**config.mk**
```make
export PLATFORM = sky130hd
export DESIGN_NAME = fp_conv_ctrl
export DESIGN_NICKNAME = d
export VERILOG_FILES = /design/src/rtl/fp_conv_pkg.sv /design/src/rtl/fp_conv_ctrl_tc_to_sm.sv /design/src/rtl/fp_conv_ctrl.sv
export SDC_FILE = /design/constraint.sdc
export NUM_CORES = 1
export LEC_CHECK = 0
export CAP_MARGIN = 10
export CORE_ASPECT_RATIO = 0.7
export CORE_UTILIZATION = 50
export CTS_CLUSTER_DIAMETER = 30
export CTS_CLUSTER_SIZE = 10
export DETAILED_ROUTE_END_ITERATION = 16
export PLACE_DENSITY = 0.77
export SETUP_SLACK_MARGIN = 0.4
export SLEW_MARGIN = 20
export SYNTH_ARGS = -nofsm -noshare
export SYNTH_HDL_FRONTEND = slang
export SYNTH_SLANG_ARGS = --single-unit
```
**constraint.sdc**
```tcl
create_clock -name clk -period 2.4 [get_ports clk]
set_clock_uncertainty 0.15 [all_clocks]
set_input_delay 0.36 -clock clk [delete_from_list [all_inputs] [get_ports clk]]
set_output_delay 0.36 -clock clk [all_outputs]
set_load 0.01 [all_outputs]
```
**src/rtl/fp_conv_pkg.sv**
```systemverilog
// Shared constants, state encoding and result type for the 12-bit two's-complement
// to 8-bit floating-point converter (sign, 3-bit exponent, 4-bit significand).
package fp_conv_pkg;

  localparam int DW = 12;
  localparam int EW = 3;
  localparam int FW = 4;
  localparam int MW = DW - 1;

  localparam logic [EW-1:0] EXP_MAX   = 3'd7;
  localparam logic [FW-1:0] F_SAT     = 4'hF;
  localparam logic [FW-1:0] F_CARRY   = 4'b1000;
  localparam logic [MW-1:0] MAG_CLAMP = 11'd2047;
  localparam logic [DW-1:0] TC_MIN    = 12'h800;

  typedef enum logic [1:0] {
    IDLE  = 2'd0,
    NORM  = 2'd1,
    ROUND = 2'd2,
    DONE  = 2'd3
  } state_e;

  typedef struct packed {
    logic          s;
    logic [EW-1:0] e;
    logic [FW-1:0] f;
  } fp8_t;

  // Normalization stops once the leading one reaches the top or the exponent runs out.
  function automatic logic norm_done(input logic [MW-1:0] m, input logic [EW-1:0] e);
    return m[MW-1] || (e == '0);
  endfunction

endpackage

```
**src/rtl/fp_conv_ctrl_tc_to_sm.sv**
```systemverilog
// Combinational two's-complement to sign/magnitude split.
// The magnitude keeps the full input width so the most-negative value stays representable.
module tc_to_sm #(
  parameter int DW = 12
) (
  input  logic [DW-1:0] tc_i,
  output logic          sign_o,
  output logic [DW-1:0] mag_o
);

  localparam logic [DW-1:0] ONE = {{(DW-1){1'b0}}, 1'b1};

  assign sign_o = tc_i[DW-1];
  assign mag_o  = tc_i[DW-1] ? (~tc_i + ONE) : tc_i;

endmodule

```
**src/rtl/fp_conv_ctrl.sv**
```systemverilog
// Sequencer: accepts a 12-bit sample, normalizes one bit per cycle, then rounds.
// Build option FP_ROUND_EN selects round-to-nearest; otherwise the significand truncates.
module fp_conv_ctrl
  import fp_conv_pkg::*;
(
  input  logic          clk,
  input  logic          rst_n,
  input  logic          in_valid,
  output logic          in_ready,
  input  logic [DW-1:0] in_d,
  output logic          out_valid,
  input  logic          out_ready,
  output logic          out_s,
  output logic [EW-1:0] out_e,
  output logic [FW-1:0] out_f,
  output logic          busy
);

  state_e        state_q, state_d;
  logic [MW-1:0] m_q, m_d;
  logic [EW-1:0] exp_q, exp_d;
  logic          sign_q, sign_d;
  fp8_t          res_q, res_d;

  logic          sm_sign;
  logic [DW-1:0] sm_mag;
  logic          clamp;

  tc_to_sm #(.DW(DW)) u_tc_to_sm (
    .tc_i   (in_d),
    .sign_o (sm_sign),
    .mag_o  (sm_mag)
  );

  // Either flag marks the single input whose magnitude does not fit in MW bits.
  assign clamp = (in_d == TC_MIN) || sm_mag[DW-1];

  // NOTE: state registers use non-blocking assignments so every flop samples pre-edge values.
  always_ff @(posedge clk) begin
    if (!rst_n) begin
      state_q <= IDLE;
      m_q     <= '0;
      exp_q   <= '0;
      sign_q  <= 1'b0;
      res_q   <= '0;
    end else begin
      state_q <= state_d;
      m_q     <= m_d;
      exp_q   <= exp_d;
      sign_q  <= sign_d;
      res_q   <= res_d;
    end
  end

`ifdef FP_ROUND_EN
  logic [FW:0] f_sum;
`endif

  always_comb begin
    // NOTE: every variable gets a default first so no path leaves it unassigned (no latches).
    state_d = state_q;
    m_d     = m_q;
    exp_d   = exp_q;
    sign_d  = sign_q;
    res_d   = res_q;
`ifdef FP_ROUND_EN
    f_sum   = '0;
`endif

    unique case (state_q)
      IDLE: begin
        if (in_valid) begin
          sign_d  = sm_sign | clamp;
          m_d     = clamp ? MAG_CLAMP : sm_mag[MW-1:0];
          exp_d   = EXP_MAX;
          state_d = NORM;
        end
      end

      NORM: begin
        if (norm_done(m_q, exp_q)) begin
          state_d = ROUND;
        end else begin
          m_d   = {m_q[MW-2:0], 1'b0};
          exp_d = exp_q - EW'(1);
        end
      end

      ROUND: begin
        res_d.s = sign_q;
        res_d.e = exp_q;
        res_d.f = m_q[MW-1 -: FW];
`ifdef FP_ROUND_EN
        f_sum = {1'b0, m_q[MW-1 -: FW]} + {{FW{1'b0}}, m_q[MW-1-FW]};
        if (f_sum[FW]) begin
          if (exp_q == EXP_MAX) begin
            res_d.e = EXP_MAX;
            res_d.f = F_SAT;
          end else begin
            res_d.e = exp_q + EW'(1);
            res_d.f = F_CARRY;
          end
        end else begin
          res_d.f = f_sum[FW-1:0];
        end
`endif
        state_d = DONE;
      end

      DONE: begin
        if (out_ready) state_d = IDLE;
      end

      default: state_d = IDLE;
    endcase
  end

  assign in_ready  = (state_q == IDLE);
  assign out_valid = (state_q == DONE);
  assign busy      = (state_q != IDLE);
  assign out_s     = res_q.s;
  assign out_e     = res_q.e;
  assign out_f     = res_q.f;

endmodule

```
==> results.toml <==
[drt]
viasPerCell = 5.68
ant_nets = 0
vias = 1307
drt_wl_total_um = 3690
first_pass_iters = 4
drc_errors = 0
wl_per_cell_um = 16.1
drt_iter0_markers = 83

[power]
irDropWorstVdd_mv = 0.553
p_per_area_nw_per_um2 = 1060
leakagePower_uw = 0.000807

[setup_path]
worstPathArrival_ps = 2020
critPathRequiredTime_ps = 2450
critPathKind = "in -> reg"
endpoint_kind = "flop"
crit_fanout = 4
critPathLaunchType = "primary input"

[die]
fp.dieH_um = 46.8
initial_core_util_pct = 55.3
die_w_um = 66.0
rows = 15
core_um2 = 2590
ios = 27
die_area_um2 = 3090

[logic_synthesis]
ys_ff_latch = 25
netlist.area_leader.share_pct = 34.9
synth_area_um2 = 1430
yosysTopAreaCell = "dfxtp_1"
synth.top_cells.by_area = "dfxtp_1 35%, mux2i_1 6.3%, ha_1 6.1%"
synth_flop_cell = "dfxtp_1"
yosysUniqueCellTypes = 37
ys_seq_area_share_pct = 34.9
yosys-top-cells-count = "25 x dfxtp_1, 14 x nand2_1, 12 x inv_1"
netlist_instances = 160
synth-edff-count = 0
postSynthAreaPerCell_um2 = 8.95
ys_warn_count = 0
synthesis.nets = 183
synthArstFlopShare_pct = 0
synth.most_common_cell = "dfxtp_1"

[final_layout]
area.sequential_um2 = 503
syn_to_final_growth_pct = 36.2
final_net_count = 220
drive_above_1_share_pct = 20.4
post-route-cell-area_um2 = 1950
fillCellCount = 190
diodes = 0
multiInputGateArea_um2 = 933

[clocking]
path_clk_slew_ps = 90
clock_sinks = 25
cts_made_buffers = 3
max-clock-path-buffers = 2
clock-root-buffer = "clkbuf_8"
h-tree-depth = 1
cts_hold_buf = 0
clk_latency_ps = 270
tritoncts = "built"

[place]
gp_congestion = 0.831
dpl_cell_area_um2 = 1780
pre_cts_ws_ps = 44.7
dp_hpwl_um = 2530
io_buffers = 26

[flow_run]
cap_violations = 0

[grt]
grt.overflow.total = 0
grt_pass1_vias = 1234
grt_max_degree = 28
grt_pass1_wl_um = 5690
track_usage_pct = 24.8
antenna_found_initial = 0

[hold_path]
hold_path_class = "reg -> reg"

[run_status]
outcome = "complete, no violations"

[timing]
finalCritPeriodShare_pct = 82.1
rsz0062_at_grt = "false"
finalHoldViolations = 0
min_period_ps = 1970
finalSetupViolations = 0
drv_slew = 0
fin_ws_ps = 431
fmax_ghz = 0.508
tightest_slew_ps = 565
tns_ps = 0
max_slew_margin_pct = 62.3
holdWs_ps = 321
final cells by class:
type	instances	share of cell area, %
Multi-Input combinational cell	114	47.9
Sequential cell	25	25.8
Timing Repair Buffer	41	19.6
Clock buffer	4	2.31
Inverter	12	2.31
Tap cell	34	2.18
repair_timing:
| item | 4_1_cts | 5_1_grt |
|---|---|---|
| pin swaps | 12 | 6 |
| gates resized for setup | 16 | 20 |
| setup buffers | 1 | 3 |
| setup endpoints to repair | 15 | 16 |
layer usage:
layer	GRT usage (%)	part of all wire (%)	vias up
met3	6.07	6.1	4
met2	43.7	48	38
li1	-	-	644
met5	0	0	-
met4	4.68	0.54	0
met1	31.9	45	621
state kept, by name (all words and copies together), names as in the netlist:
| register | count |
|---|---|
| exp_q | 3 |
| m_q | 11 |
| out_e | 3 |
| out_f | 4 |
| out_s | 1 |
| sign_q | 1 |
| state_q | 2 |
cell families after synthesis:
group | count (synthesis) | share of synthesized area, %
DFF | 25 | 34.9
adders and majority gates | 7 | 6.11
xor gates and xnor gates | 7 | 4.28
AOI/OAI and AO/OA | 47 | 26.9
buffers and inverters | 21 | 5.76
and+or+nand+nor | 44 | 15.7
muxes | 9 | 6.29
path summary, 6_finish.rpt:
check | startpoint | end | slack [ps] | cells past startpoint
setup / recovery | in_d[3] | m_q[9] | 430 | 7
hold / removal | m_q[4] | m_q[4] | 320 | 2
setup reg to reg | state_q[1] | exp_q[0] | 530 | 8
hold reg to reg | m_q[4] | m_q[4] | 320 | 2
metrics by stage:
step	power (uW)	cells	utilization, %
after CTS	1980	227	72.1
final	2070	230	75.3
after global routing	2220	230	75.3
after floorplan	1340	160	-
after detailed placement	1670	222	68.7
after global placement	1600	222	68.7
critical path: stages:
cell and delay [ps]:
clkdlybuf4s15_1 210, or4_4 550, buf_6 160, o31ai_4 280, xnor2_2 160, o221ai_2 120, a21boi_1 170
cell usage in the layout, fill, tap and decap left out, types with 3 or more instances in the layout:
cell	instances
a21boi_1	7
a21oi_1	4
buf_4	14
clkbuf_8	3
clkdlybuf4s50_1	14
dfxtp_1	23
dlymetal6s2s_1	7
ha_1	4
inv_1	10
mux2i_1	9
nand2_1	14
nand3_1	8
nor2_1	4
nor2b_1	10
o211a_1	4
o211ai_1	3
o21ai_0	8
o221ai_2	4
xnor2_1	5
where the power goes:
part           internal, uW  switching, uW  total (uW)
Combinational           521            634        1150
Clock                   119            125         244
Sequential              560            113         674
Total                  1200            872        2070
No activity file was read; power rests on OpenSTA's default activity.
